## src/rtl/mux_scan_seq.sv

```systemverilog
// rtl/mux_scan_seq.sv - round-robin channel scanner with per-visit dwell and valid/ready output
//
// Ports:
//   clk      - sole clock, rising-edge active
//   rst_n    - asynchronous active-low reset
//   en       - scan enable; low forces IDLE on the next edge, y and sel hold
//   ch_mask  - bit i includes channel i in the scan, sampled only when choosing a channel
//   d_in     - packed channel inputs, channel i at [i*W +: W]
//   y        - registered sample of the selected channel
//   y_valid  - y holds a sample ready for transfer (high only in DWELL)
//   y_ready  - consumer accept; a transfer is y_valid && y_ready on a rising edge
//   sel      - index of the selected channel
//   wrap     - one-cycle pulse after an advance back to the lowest (or same) channel
//
// Configuration:
//   MUX_DEADTIME_EN - when defined, a one-cycle GAP state (y_valid low, y held)
//                     precedes every DWELL entry, giving break-before-make
//                     switching. When undefined the GAP state does not exist and
//                     channel switches are bubble-free.

module mux_scan_seq #(
    parameter int N_CH  = 4,
    parameter int W     = 8,
    parameter int DWELL = 4
) (
    input  logic                     clk,
    input  logic                     rst_n,
    input  logic                     en,
    input  logic [N_CH-1:0]          ch_mask,
    input  logic [N_CH*W-1:0]        d_in,
    output logic [W-1:0]             y,
    output logic                     y_valid,
    input  logic                     y_ready,
    output logic [$clog2(N_CH)-1:0]  sel,
    output logic                     wrap
);

    localparam int SW = $clog2(N_CH);
    localparam logic [7:0] LAST = 8'(DWELL - 1);

    typedef enum logic [1:0] {
        S_IDLE  = 2'd0,
        S_DWELL = 2'd1
`ifdef MUX_DEADTIME_EN
        ,
        S_GAP   = 2'd2
`endif
    } state_t;

    state_t          state, state_n;
    logic [W-1:0]    y_n;
    logic [SW-1:0]   sel_n;
    logic [SW-1:0]   nxt;
    logic [SW-1:0]   first;
    logic [7:0]      cnt, cnt_n;
    logic            wrap_n;

    // Channel mux: select W bits of d_in by index.
    function automatic logic [W-1:0] pick(input logic [N_CH*W-1:0] d,
                                          input logic [SW-1:0]     idx);
        logic [W-1:0] r;
        r = '0;
        for (int i = 0; i < N_CH; i++) begin
            if (idx == SW'(i)) r = d[i*W +: W];
        end
        return r;
    endfunction

    // Lowest set bit of the mask; descending scan so the lowest index wins.
    function automatic logic [SW-1:0] lowest(input logic [N_CH-1:0] m);
        logic [SW-1:0] r;
        r = '0;
        for (int i = N_CH - 1; i >= 0; i--) begin
            if (m[i]) r = SW'(i);
        end
        return r;
    endfunction

    // Next set bit strictly above cur, wrapping modulo N_CH. Offset N_CH maps
    // back to cur itself, so a single-bit mask reselects the same channel.
    // Offsets are scanned from largest to smallest so the nearest one wins.
    function automatic logic [SW-1:0] next_after(input logic [N_CH-1:0] m,
                                                 input logic [SW-1:0]   cur);
        logic [SW-1:0] r;
        int            idx;
        r = cur;
        for (int k = N_CH; k >= 1; k--) begin
            idx = int'(cur) + k;
            if (idx >= N_CH) idx = idx - N_CH;
            if (m[idx]) r = SW'(idx);
        end
        return r;
    endfunction

    assign nxt     = next_after(ch_mask, sel);
    assign first   = lowest(ch_mask);
    assign y_valid = (state == S_DWELL);

    always_ff @(posedge clk or negedge rst_n) begin
        if (!rst_n) begin
            state <= S_IDLE;
            y     <= '0;
            sel   <= '0;
            cnt   <= '0;
            wrap  <= 1'b0;
        end else begin
            state <= state_n;
            y     <= y_n;
            sel   <= sel_n;
            cnt   <= cnt_n;
            wrap  <= wrap_n;
        end
    end

    always_comb begin
        state_n = state;
        y_n     = y;
        sel_n   = sel;
        cnt_n   = cnt;
        wrap_n  = 1'b0;

        if (!en) begin
            // Abandon any pending sample; y and sel keep their last values.
            state_n = S_IDLE;
        end else begin
            case (state)
                S_IDLE: begin
                    if (|ch_mask) begin
                        sel_n = first;
`ifdef MUX_DEADTIME_EN
                        state_n = S_GAP;
`else
                        state_n = S_DWELL;
                        y_n     = pick(d_in, first);
                        cnt_n   = '0;
`endif
                    end
                end
`ifdef MUX_DEADTIME_EN
                S_GAP: begin
                    // Dead cycle over; make the connection to the new channel.
                    state_n = S_DWELL;
                    y_n     = pick(d_in, sel);
                    cnt_n   = '0;
                end
`endif
                S_DWELL: begin
                    if (y_ready) begin
                        if (cnt != LAST) begin
                            cnt_n = cnt + 8'd1;
                            y_n   = pick(d_in, sel);
                        end else if (!(|ch_mask)) begin
                            state_n = S_IDLE;
                        end else begin
                            sel_n  = nxt;
                            wrap_n = (nxt <= sel);
`ifdef MUX_DEADTIME_EN
                            state_n = S_GAP;
`else
                            state_n = S_DWELL;
                            y_n     = pick(d_in, nxt);
                            cnt_n   = '0;
`endif
                        end
                    end
                end
                default: state_n = S_IDLE;
            endcase
        end
    end

endmodule

```

## config.mk

```make
export PLATFORM = sky130hd
export DESIGN_NAME = mux_scan_seq
export DESIGN_NICKNAME = d
export VERILOG_FILES = /design/src/rtl/mux_scan_seq.sv
export SDC_FILE = /design/constraint.sdc
export NUM_CORES = 1
export LEC_CHECK = 0
export ABC_AREA = 1
export ABC_CLOCK_PERIOD_IN_PS = 6600
export CAP_MARGIN = 20
export CELL_PAD_IN_SITES_DETAIL_PLACEMENT = 1
export CELL_PAD_IN_SITES_GLOBAL_PLACEMENT = 2
export CORE_MARGIN = 2
export CORE_UTILIZATION = 28
export DETAILED_ROUTE_END_ITERATION = 8
export PLACE_DENSITY = 0.86
export SETUP_SLACK_MARGIN = 0.15
export SLEW_MARGIN = 10
export SYNTH_ARGS = -nofsm -noshare
export SYNTH_HDL_FRONTEND = slang
export SYNTH_SLANG_ARGS = --single-unit
```

## constraint.sdc

```tcl
create_clock -name clk -period 6.6 [get_ports clk]
set_clock_uncertainty 0.1 [all_clocks]
set_input_delay 0.66 -clock clk [delete_from_list [all_inputs] [get_ports clk]]
set_output_delay 0.66 -clock clk [all_outputs]
set_load 0.005 [all_outputs]
```

==> metrics.cfg <==
[synth]
ys_top_cells_by_area = dfrtp_1, nand2_1, o21ai_0
synth-compound-area-share_pct = 24.9
synthTopCellsByCount = nand2_1, o21ai_0, nor2_1, inv_1, nand3_1
seq_area_frac_synth_pct = 24.0
ys_warn_count = 0
synth_flop_cell = dfrtp_1
synth_fa_ha_area_share_pct = 4.20
synth_edf_count = 0
netlist_instances = 332
synth_xor_area_share_pct = 0.420
post-synth-top-area-cell = dfrtp_1
async_reset_ff_share_pct = 100
synth_seq_cells = 20
synth_top_family_by_area = simple AND/OR/NAND/NOR gates
synthMuxAreaShare_pct = 0
synth_simple_gate_area_share_pct = 37.1
avgSynthCellArea_um2 = 6.27
synth_nets = 379
synth.most_common_cell = nand2_1
synth_top_area_share_pct = 24.0
synth.distinct_cells = 37
syn_area_um2 = 2080

[cts]
postCtsSetupRepairBufs = 0
numCtsBuffers = 3
numClockSinks = 20
cts_resized = 0
cts-htree-levels = 1
worstSkewPairLatency_ns = 0.26
clockRootBuffer = clkbuf_8
cts_tree = built
clk_path_buf_depth = 2
clkTransAtPathRegs_ns = 0.08
postCtsHoldBufs = 0

[worst_setup_path]
path_cells = inv_2 -> ha_1 -> inv_1 -> nand2_1 -> a21boi_1 -> nand2_1 -> inv_2 -> ha_1 -> a21oi_1 -> a21oi_1 -> nor4_1
required_ns = 6.66
cp-end-kind = flop
cp_slowest_cell = dfrtp_1
rr_endpoint = wrap
worstPathArrival_ns = 3.05
startpoint = sel[0]
rrSetupSlack_ns = 3.61
r2r-start = sel[0]
max_stage_delay_ns = 0.63
r2r_cells = 11
cp_max_fo = 12
critPathKind = flop to flop
critPathLaunchType = flop
cp-endpoint = wrap

[routing]
vias = 2399
firstDrtPassIters = 6
wl_um = 7560
drtAntennaViolNets = 0
drc = 2
drtIter0Drc = 114
via_per_inst = 5.03
route.detailed.wl_per_inst_um = 15.9

[cells_and_area]
layout.cells.non_filler = 477
drive_above_1_share_pct = 6.88
nets = 427
syn_to_final_growth_pct = 30.0
num_antenna_cells = 0

[placed_design]
gp_congestion = 0.867
io_buffers = 51
placed_cells = 473
dpl.hpwl_um = 5710

[die]
io_pins = 52
die_h_um = 90.3
fp.dieW_um = 90.3
die_area_um2 = 8150
num_rows = 31
coreArea_um2 = 7210
floorplan.initialDensity_pct = 28.9

[timing]
setup_viol = 0
tns_ns = 0
tightestPinTransition_ns = 0.790
hold_ws_ns = 0.396
fmax_mhz = 335
final_hold_viol_count = 0
slew_headroom_pct = 47.2
grt_setup_unrepaired = no
maxSlewViolCount = 0
layout_min_cycle_time_ns = 2.99
timing.final.crit_share_pct = 45.3

[status]
status = complete, but fails checks
failed_checks = DRC

[power]
ir_worst_vdd_uv = 79.2
power_density_nw_per_um2 = 276
total_power_mw = 0.747
p_leak_nw = 1.19

[hold_path]
hold_path_class = flop to flop

[global_routing]
overflow = 0
grt_pass1_wl_um = 12200
antenna_found_initial = 0
grt_max_degree = 22
grt_pass1_vias = 2347
grt_use_total_pct = 18.4

[job]
cap_viol_max_count = 0

==> layer usage <==
layer | track usage [%] | wire, um
met1 | 24.0 | 3510
met2 | 33.5 | 3750
met3 | 1.34 | 258
met4 | 3.21 | 41
met5 | 0 | 0
==> worst max-delay path, delay by kind of cell, from the launching register on <==
family / cells / cell delay [ns]
compound gates: 3 / 0.34
flops: 1 / 0.63
fa+ha+maj: 2 / 0.70
simple gates: 3 / 0.64
buf+inv: 3 / 0.48
==> sequential cells by signal (all words and copies together) (netlist names) <==
signal / flops
sel: 2
cnt: 8
state: 1
y: 8
wrap: 1
==> area by class of cell <==
type / count / area [um2]
Timing Repair Buffer: 52 / 526
Clock buffer: 3 / 41.3
Sequential cell: 20 / 500
Tap cell: 99 / 124
Inverter: 34 / 128
Fill cell: 942 / 4510
Multi-Input combinational cell: 269 / 1390
==> how the worst min path moves through the flow <==
stage          startpoint     end  depth (start not counted)  slack (ns)
6_report             y[1]    y[1]                          2        0.40
5_1_grt              y[2]    y[2]                          2        0.43
4_1_cts              y[2]    y[2]                          2        0.41
3_5_place_dp         y[2]    y[2]                          2        0.39
3_3_place_gp         y[2]    y[2]                          2        0.38
2_1_floorplan       rst_n  cnt[0]                          0        0.26
==> where the power goes <==
group          internal [mW]  switching, mW
registers              0.145         0.0277
clock network         0.0408         0.0454
logic                  0.186          0.302
total                  0.372          0.375
==> cells in the final DEF (no fill, tap or decap), types with 3 or more instances in the layout <==
cell	synthesis	final
dfrtp_1	20	20
o22ai_1	3	3
nor2_4	3	3
nand3_1	23	23
nor3_1	3	3
clkdlybuf4s50_1	0	51
a31oi_1	3	3
nand2_1	92	92
o21ai_0	37	37
o21ai_1	9	9
inv_1	29	29
nor2_1	31	31
a21oi_1	17	17
a22oi_1	6	6
clkbuf_8	0	3
nand4_1	7	7
nand3b_1	3	3
inv_2	5	5
ha_1	7	7
a21oi_2	6	6
==> logic make-up (layout without fill, tap and decap cells) <==
logic type,count (synthesis),count (layout)
adder cells (fa/ha/maj),7,7
AO/OA/AOI/OAI,89,89
buffers and inverters,43,89
flip-flops,20,20
XOR/XNOR,1,1
AND/OR/NAND/NOR,172,172
==> metrics by stage <==
| step | setup slack, ns | utilization [%] | cell area [um2] |
|---|---|---|---|
| final | 3.61 | 37.5 | 2710 |
| after global routing | 3.30 | 37.5 | 2710 |
| after CTS | 3.59 | 37.3 | 2690 |
| after detailed placement | 3.36 | 36.7 | 2650 |
| after global placement | 3.47 | 36.7 | 2650 |
| after floorplan | 4.23 | - | 2080 |
Power figures use the tool's default switching activity.
